===== src/rtl/gate_tester_if.sv =====
// gate_tester_if: stimulus/response bundle between the tester and its gate.
// slave = tester side, master = environment (gate model, start source).
interface gate_tester_if;
  logic       i_start;
  logic       o_dut_a;
  logic       o_dut_b;
  logic       i_dut_y;
  logic       o_busy;
  logic       o_done;
  logic       o_pass;
  logic [3:0] o_table;
  logic [3:0] o_mismatch;

  modport slave (
    input  i_start,
    input  i_dut_y,
    output o_dut_a,
    output o_dut_b,
    output o_busy,
    output o_done,
    output o_pass,
    output o_table,
    output o_mismatch
  );

  modport master (
    output i_start,
    output i_dut_y,
    input  o_dut_a,
    input  o_dut_b,
    input  o_busy,
    input  o_done,
    input  o_pass,
    input  o_table,
    input  o_mismatch
  );
endinterface


===== src/rtl/gate_tester.sv =====
// gate_tester: sweeps a 2-input gate through all four vectors and
// compares the captured truth table against EXPECTED.
// Ports: i_clk, i_rst_n (async, active low), io (gate_tester_if.slave):
//   i_start, i_dut_y in; o_dut_a/b, o_busy, o_done, o_pass,
//   o_table, o_mismatch out.
// Option: GATE_TESTER_LOOP_EN allows DONE -> APPLY back-to-back sweeps.
module gate_tester #(
  parameter int unsigned SETTLE_CYCLES = 2,
  parameter logic [3:0]  EXPECTED      = 4'b0111
) (
  input  logic         i_clk,
  input  logic         i_rst_n,
  gate_tester_if.slave io
);

  typedef enum logic [1:0] {
    IDLE,
    APPLY,
    SAMPLE,
    DONE
  } state_t;

  localparam logic [7:0] LAST = 8'(SETTLE_CYCLES - 1);

  state_t     state_q, state_d;
  logic [1:0] idx_q, idx_d;
  logic [7:0] cnt_q, cnt_d;
  logic [3:0] tbl_q, tbl_d;
  logic [3:0] mis_q, mis_d;
  logic       done_q, done_d;
  logic       pass_q, pass_d;
  logic [1:0] vec;

  always_ff @(posedge i_clk or negedge i_rst_n) begin
    if (!i_rst_n) begin
      state_q <= IDLE;
      idx_q   <= '0;
      cnt_q   <= '0;
      tbl_q   <= '0;
      mis_q   <= '0;
      done_q  <= 1'b0;
      pass_q  <= 1'b0;
    end else begin
      state_q <= state_d;
      idx_q   <= idx_d;
      cnt_q   <= cnt_d;
      tbl_q   <= tbl_d;
      mis_q   <= mis_d;
      done_q  <= done_d;
      pass_q  <= pass_d;
    end
  end

  always_comb begin
    state_d = state_q;
    idx_d   = idx_q;
    cnt_d   = cnt_q;
    tbl_d   = tbl_q;
    mis_d   = mis_q;
    done_d  = 1'b0;
    pass_d  = pass_q;
    unique case (state_q)
      IDLE: begin
        if (io.i_start) begin
          state_d = APPLY;
          idx_d   = '0;
          cnt_d   = '0;
          tbl_d   = '0;
          pass_d  = 1'b0;
          mis_d   = '0;
        end
      end
      APPLY: begin
        if (cnt_q == LAST) begin
          state_d = SAMPLE;
          cnt_d   = '0;
        end else begin
          cnt_d = cnt_q + 8'd1;
        end
      end
      SAMPLE: begin
        tbl_d[idx_q] = io.i_dut_y;
        if (idx_q == 2'd3) begin
          state_d = DONE;
        end else begin
          state_d = APPLY;
          idx_d   = idx_q + 2'd1;
        end
      end
      DONE: begin
        // table is complete here; verdict lands with the done pulse
        done_d  = 1'b1;
        pass_d  = (tbl_q == EXPECTED);
        mis_d   = tbl_q ^ EXPECTED;
        state_d = IDLE;
`ifdef GATE_TESTER_LOOP_EN
        if (io.i_start) begin
          state_d = APPLY;
          idx_d   = '0;
          cnt_d   = '0;
          tbl_d   = '0;
        end
`endif
      end
      default: state_d = IDLE;
    endcase
  end

  always_comb begin
    vec = '0;
    unique case (1'b1)
      (state_q == APPLY),
      (state_q == SAMPLE): vec = idx_q;
      default:             vec = '0;
    endcase
  end

  assign io.o_dut_a    = vec[0];
  assign io.o_dut_b    = vec[1];
  assign io.o_busy     = (state_q != IDLE);
  assign io.o_done     = done_q;
  assign io.o_pass     = pass_q;
  assign io.o_table    = tbl_q;
  assign io.o_mismatch = mis_q;

endmodule

===== src/flat_wrapper.sv =====
// flat-port wrapper written by rule: the top's interface ports become plain ports
module gate_tester_flat 
#(
  parameter int unsigned SETTLE_CYCLES = 2,
  parameter logic [3:0]  EXPECTED      = 4'b0111
)
  (i_clk, i_rst_n, io_i_start, io_i_dut_y, io_o_dut_a, io_o_dut_b, io_o_busy, io_o_done, io_o_pass, io_o_table, io_o_mismatch);
  gate_tester_if io_i ();
  input  logic i_clk;
  input  logic i_rst_n;
  input wire logic [$bits(io_i.i_start)-1:0] io_i_start;
  input wire logic [$bits(io_i.i_dut_y)-1:0] io_i_dut_y;
  output wire logic [$bits(io_i.o_dut_a)-1:0] io_o_dut_a;
  output wire logic [$bits(io_i.o_dut_b)-1:0] io_o_dut_b;
  output wire logic [$bits(io_i.o_busy)-1:0] io_o_busy;
  output wire logic [$bits(io_i.o_done)-1:0] io_o_done;
  output wire logic [$bits(io_i.o_pass)-1:0] io_o_pass;
  output wire logic [$bits(io_i.o_table)-1:0] io_o_table;
  output wire logic [$bits(io_i.o_mismatch)-1:0] io_o_mismatch;
  assign io_i.i_start = io_i_start;
  assign io_i.i_dut_y = io_i_dut_y;
  assign io_o_dut_a = io_i.o_dut_a;
  assign io_o_dut_b = io_i.o_dut_b;
  assign io_o_busy = io_i.o_busy;
  assign io_o_done = io_i.o_done;
  assign io_o_pass = io_i.o_pass;
  assign io_o_table = io_i.o_table;
  assign io_o_mismatch = io_i.o_mismatch;
  gate_tester #(.SETTLE_CYCLES(SETTLE_CYCLES), .EXPECTED(EXPECTED)) u_core (.i_clk(i_clk), .i_rst_n(i_rst_n), .io(io_i));
endmodule

===== config.mk =====
export PLATFORM = sky130hd
export DESIGN_NAME = gate_tester_flat
export DESIGN_NICKNAME = d
export VERILOG_FILES = /design/src/rtl/gate_tester_if.sv /design/src/rtl/gate_tester.sv /design/src/flat_wrapper.sv
export SDC_FILE = /design/constraint.sdc
export NUM_CORES = 1
export LEC_CHECK = 0
export CAP_MARGIN = 40
export CORE_ASPECT_RATIO = 1.75
export CORE_MARGIN = 8
export CORE_UTILIZATION = 30
export DETAILED_ROUTE_END_ITERATION = 16
export PLACE_DENSITY = 0.52
export SYNTH_ARGS = -nofsm -noshare
export SYNTH_HDL_FRONTEND = slang
export SYNTH_SLANG_ARGS = --single-unit

===== constraint.sdc =====
create_clock -name i_clk -period 4.5 [get_ports i_clk]
set_input_delay 0.675 -clock i_clk [delete_from_list [all_inputs] [get_ports i_clk]]
set_output_delay 0.675 -clock i_clk [all_outputs]
set_load 0.02 [all_outputs]

-- Word-level counts from Yosys, hierarchy flattened
Index checks and enable logic that the tools add are counted.
- register bits: 22
- output and inout port bits: 13
- input bits: 4
- logic and storage cells: 53
- muxes and demuxes: 20
- bitwise operators: 1
- equality and inequality tests: 9
- reductions and logical operators: 12
- add/sub/neg operators: 2
- order comparisons: 2
- operators with widths (cell ; number):
    $mux W8 ; 2
    $pmux W4 S2 ; 2
    $pmux W8 S2 ; 1
    $mux W2 ; 6
    $add A8 B1 Y8 const B ; 1
    $eq A8 B1 Y1 const B ; 1
    $pmux W2 S4 ; 1
    $reduce_and A2 Y1 ; 4
    $reduce_bool A2 Y1 ; 4
    $eq A2 B2 Y1 const B ; 3
    $bwmux W4 ; 1
    $eq A4 B3 Y1 const B ; 1
    $mux W4 ; 1
    $ne A2 B2 Y1 const B ; 2
    $pmux W2 S2 ; 1
    $lt A2 B3 Y1 const B ; 1
    $mux W1 ; 3
    $not A3 Y3 ; 1
    $reduce_and A3 Y1 ; 1
    $add A2 B1 Y2 const B ; 1
    $demux W1 S2 ; 1
    $eq A2 B1 Y1 const B ; 1
    $ge A2 B1 Y1 const B ; 1
    $logic_not A2 Y1 ; 1
    4 further kinds ; 4

-- Depth between registers and ports, before layout
- depth after elaboration: 6
- depth in mapped cells: 8

-- Worst setup path before layout
No wires, ideal clock.
- path type: reg-to-output
- from: register u_core.state_q[1]
- to: output io_o_busy
- path slack: 2.862 ns
- arrival: 0.963 ns
- cell stages (with the launch flop): 5
- buffers on the path: 1
- cells stage by stage: dfrtp_1 inv_1 ha_1 buf_2 inv_1
- cells in the longest elaborated chain, start to end: 1
- ends and longest elaborated chain (element ; line ; text):
    start, declared ; gate_tester.sv:25 ; state_t state_q, state_d;
    start signal, assigned ; gate_tester.sv:44 ; state_q <= state_d;
    $reduce_bool A2 Y1 ; gate_tester.sv:120 ; assign io.o_busy = (state_q != IDLE);
    end, declared ; flat_wrapper.sv:15 ; output wire logic [$bits(io_i.o_busy)-1:0] io_o_busy;
No other way between the ends.

-- Worst setup path after layout
- from: register u_core.state_q[0]
- to: output io_o_busy
The elaborated chain is that of the path after synthesis.

==> impl_metrics.env <==
export IMPL_chipHeight_microns=106
export IMPL_comb_power_share_pct=56.8
export IMPL_status="finished clean"
export IMPL_endpoint_kind="primary output"
export IMPL_p_sw_uw=475
export IMPL_critPathMostFrequentCell="inv_1"
export IMPL_dr_wl_met3_microns=83
export IMPL_post_route_min_period_ns=2.89
export IMPL_final_cell_mix="22 x dfrtp_1, 16 x clkdlybuf4s50_1, 15 x nor2_1"
export IMPL_cts_buffer_depth=2
export IMPL_syn_num_nets=157
export IMPL_worst_skew_pair_late_latency_ns=0.26
export IMPL_vdd_drop_max_mv=0.274
export IMPL_cp_slowest_stage_delay_ns=0.62
export IMPL_swShare_pct=44.4
export IMPL_layout_drive_gt1_share_pct=9.55
export IMPL_antenna_found_initial=0
export IMPL_nets=173
export IMPL_wl_per_cell_microns=14.4
export IMPL_grt_pass1_vias=1154
export IMPL_required_ns=3.83
export IMPL_holdBufCountCts=0
export IMPL_yosys_area_share_xor_xnor_pct=4.43
export IMPL_dieArea_sq_um=7130
export IMPL_place_congestion=0.739
export IMPL_post_place_ws_ns=1.86
export IMPL_slew_violations=0
export IMPL_dp_hpwl_microns=2320
export IMPL_path_clk_slew_ns=0.08
export IMPL_cts_sinks=22
export IMPL_crit_path_start_kind="register"
export IMPL_syn_area_sq_um=1380
export IMPL_track_usage_pct=9.00
export IMPL_start_util_pct=31.1
export IMPL_netlist_cell_type_count=39
export IMPL_grt_pass1_wl_microns=5140
export IMPL_drt_wl_total_microns=2990
export IMPL_numCtsBuffers=3
export IMPL_power_density_nw_per_um2=650
export IMPL_drt_met1_wl_microns=1280
export IMPL_dr_total_vias=1088
export IMPL_maxCapViolCount=0
export IMPL_yosysTopAreaCell="dfrtp_1"
export IMPL_yosys_area_top_type_share_pct=39.8
export IMPL_worst_slew_pin_slew_ns=0.692
export IMPL_ys_ff_latch=22
export IMPL_fin_ws_ns=1.61
export IMPL_crit_chain="inv_1 > ha_1 > inv_1 > clkdlybuf4s50_1"
export IMPL_worstPathMaxFanout=17
export IMPL_cts_root_buf="clkbuf_8"
export IMPL_syn_to_final_growth_pct=19.0
export IMPL_synth_avg_cell_area_sq_um=9.68
export IMPL_p_clk_share_pct=11.4
export IMPL_yosysWarnings=0
export IMPL_core_sq_um=4440
export IMPL_grt_overflow=0
export IMPL_highest_layer="met4"
export IMPL_setup_violations=0
export IMPL_leakagePower_nw=0.723
export IMPL_via_per_inst=5.23
export IMPL_cts_resized=0
export IMPL_yosys_area_share_simple_pct=18.3
export IMPL_io_buffer_count=16
export IMPL_num_io_pins=17
export IMPL_nFillCells=449
export IMPL_fp_row_count=32
export IMPL_synth_compound_area_share_pct=17.4
export IMPL_relSlewSlack_pct=53.8
export IMPL_cts_tree="yes"
export IMPL_path_class="reg -> out"
export IMPL_arrival_ns=2.22
export IMPL_tns_ns=0
export IMPL_yosysSeqAreaShare_pct=39.8
export IMPL_pwr_share_seq_pct=31.9
export IMPL_max_freq_ghz=0.345
export IMPL_drc=0
export IMPL_rsz0062_at_grt="no"
export IMPL_grt_max_degree=18
export IMPL_hp_class="reg -> reg"
export IMPL_synth_area_leaders="dfrtp_1 40%, ha_1 9.0%, xor2_1 4.4%"
export IMPL_synth_area_mux_share_pct=5.70
export IMPL_ctsHtreeMaxLevel=1
export IMPL_syn_inst=143
export IMPL_hold_violations=0
export IMPL_clock_skew_ns=0.00146
export IMPL_diodes=0
export IMPL_p_int_uw=595
export IMPL_finalCritPeriodShare_pct=64.3
export IMPL_antenna_left=0
export IMPL_synth_top_family_by_area="simple AND/OR/NAND/NOR gates"
export IMPL_layout_commonest_cell="dfrtp_1"
export IMPL_wl_met2_microns=1600
export IMPL_post_cts_setup_buffer_count=0
export IMPL_cp_slowest_cell="ha_1"
export IMPL_die_x_microns=67.3
export IMPL_drt_pass1_iter_count=4
export IMPL_yosys_area_share_adder_pct=9.04
export IMPL_drt_initial_drc_count=39
through the flow:
step | area (sq um) | utilization, % | cells | hold slack (ns) | power [mW]
finish | 1650 | 37.0 | 208 | 0.502 | 1.07
detailed placement | 1610 | 36.1 | 205 | 0.480 | 0.961
floorplan | 1380 | - | 143 | 0.379 | 0.760
global route | 1650 | 37.0 | 208 | 0.566 | 1.17
CTS | 1650 | 37.0 | 208 | 0.498 | 1.08
global placement | 1570 | 35.2 | 203 | 0.484 | 0.943
layer usage:
metal  up-vias  global-route usage, %
met3         2                   1.59
met1       535                   9.75
met5         -                      0
li1        540                      -
met4         0                   3.61
met2        11                   16.2
power by group through the flow:
stage	Sequential [mW]	Clock (mW)	Combinational (mW)
6_report	0.341	0.122	0.608
5_1_grt	0.355	0.133	0.679
4_1_cts	0.342	0.126	0.617
3_5_place_dp	0.346	0	0.615
3_3_place_gp	0.343	0	0.601
2_1_floorplan	0.368	0	0.392
cell usage after synthesis:
library cell and count:
a21boi_2 1, a21o_1 1, a21oi_1 4, a221o_1 1, a22oi_1 6, a311oi_1 1
a31oi_1 3, a32oi_1 1, and2_1 4, and3_2 1, and4_2 1, buf_1 1
buf_2 3, buf_4 1, buf_6 1, clkbuf_1 1, dfrtp_1 22, ha_1 10
inv_1 9, mux2_2 3, mux2_4 1, mux2i_1 3, nand2_1 10, nand3_1 3
nand3b_1 1, nand4_1 3, nor2_1 15, nor2b_1 4, nor3_1 2, nor3_4 1
nor4b_4 1, o211ai_1 1, o21ai_0 2, o21ai_1 9, o22ai_1 1, o31a_1 2
o31ai_1 1, o41ai_2 1, xor2_1 7
sequential cells by signal, indices dropped and copies added (netlist names):
name / flops
u_core.cnt_q: 8
u_core.io.o_pass: 1
u_core.io.o_table: 4
u_core.state_q: 2
u_core.idx_q: 2
u_core.io.o_done: 1
u_core.io.o_mismatch: 4
worst paths after layout:
path | startpoint | end | slack [ns] | depth (start not counted)
max in group asynchronous | i_rst_n | u_core.io.o_table[3] | 3.34 | 2
worst min register to register | u_core.io.o_pass | u_core.io.o_pass | 0.50 | 2
worst max-delay path | u_core.state_q[0] | io_o_busy | 1.61 | 4
worst min-delay path | u_core.io.o_pass | u_core.io.o_pass | 0.50 | 2
worst max register to register | u_core.state_q[0] | u_core.state_q[1] | 2.10 | 7
min in group asynchronous | i_rst_n | u_core.cnt_q[7] | 0.73 | 1
cells by family (layout without fill, tap and decap cells):
logic type,after synthesis,count (layout)
DFF,22,22
adders and majority gates,10,10
xor gates and xnor gates,7,7
AOI/OAI and AO/OA,35,35
muxes,7,7
buffers and inverters,16,30
and+or+nand+nor,46,46
worst max-delay path, delay by kind of cell, from the launching register on:
family / cells / cell delay [ns]
adders and majority gates: 1 / 0.62
buffers and inverters: 3 / 0.94
DFF: 1 / 0.40
final cells by class:
class	count	area, sq um	area share, %
multi-input cells	105	758	46.0
flip-flops and latches	22	551	33.4
repair buffers	18	199	12.1
well taps	51	63.8	3.88
clock buffers	3	41.3	2.51
inverters	9	33.8	2.05
No activity file was read; power rests on OpenSTA's default activity.
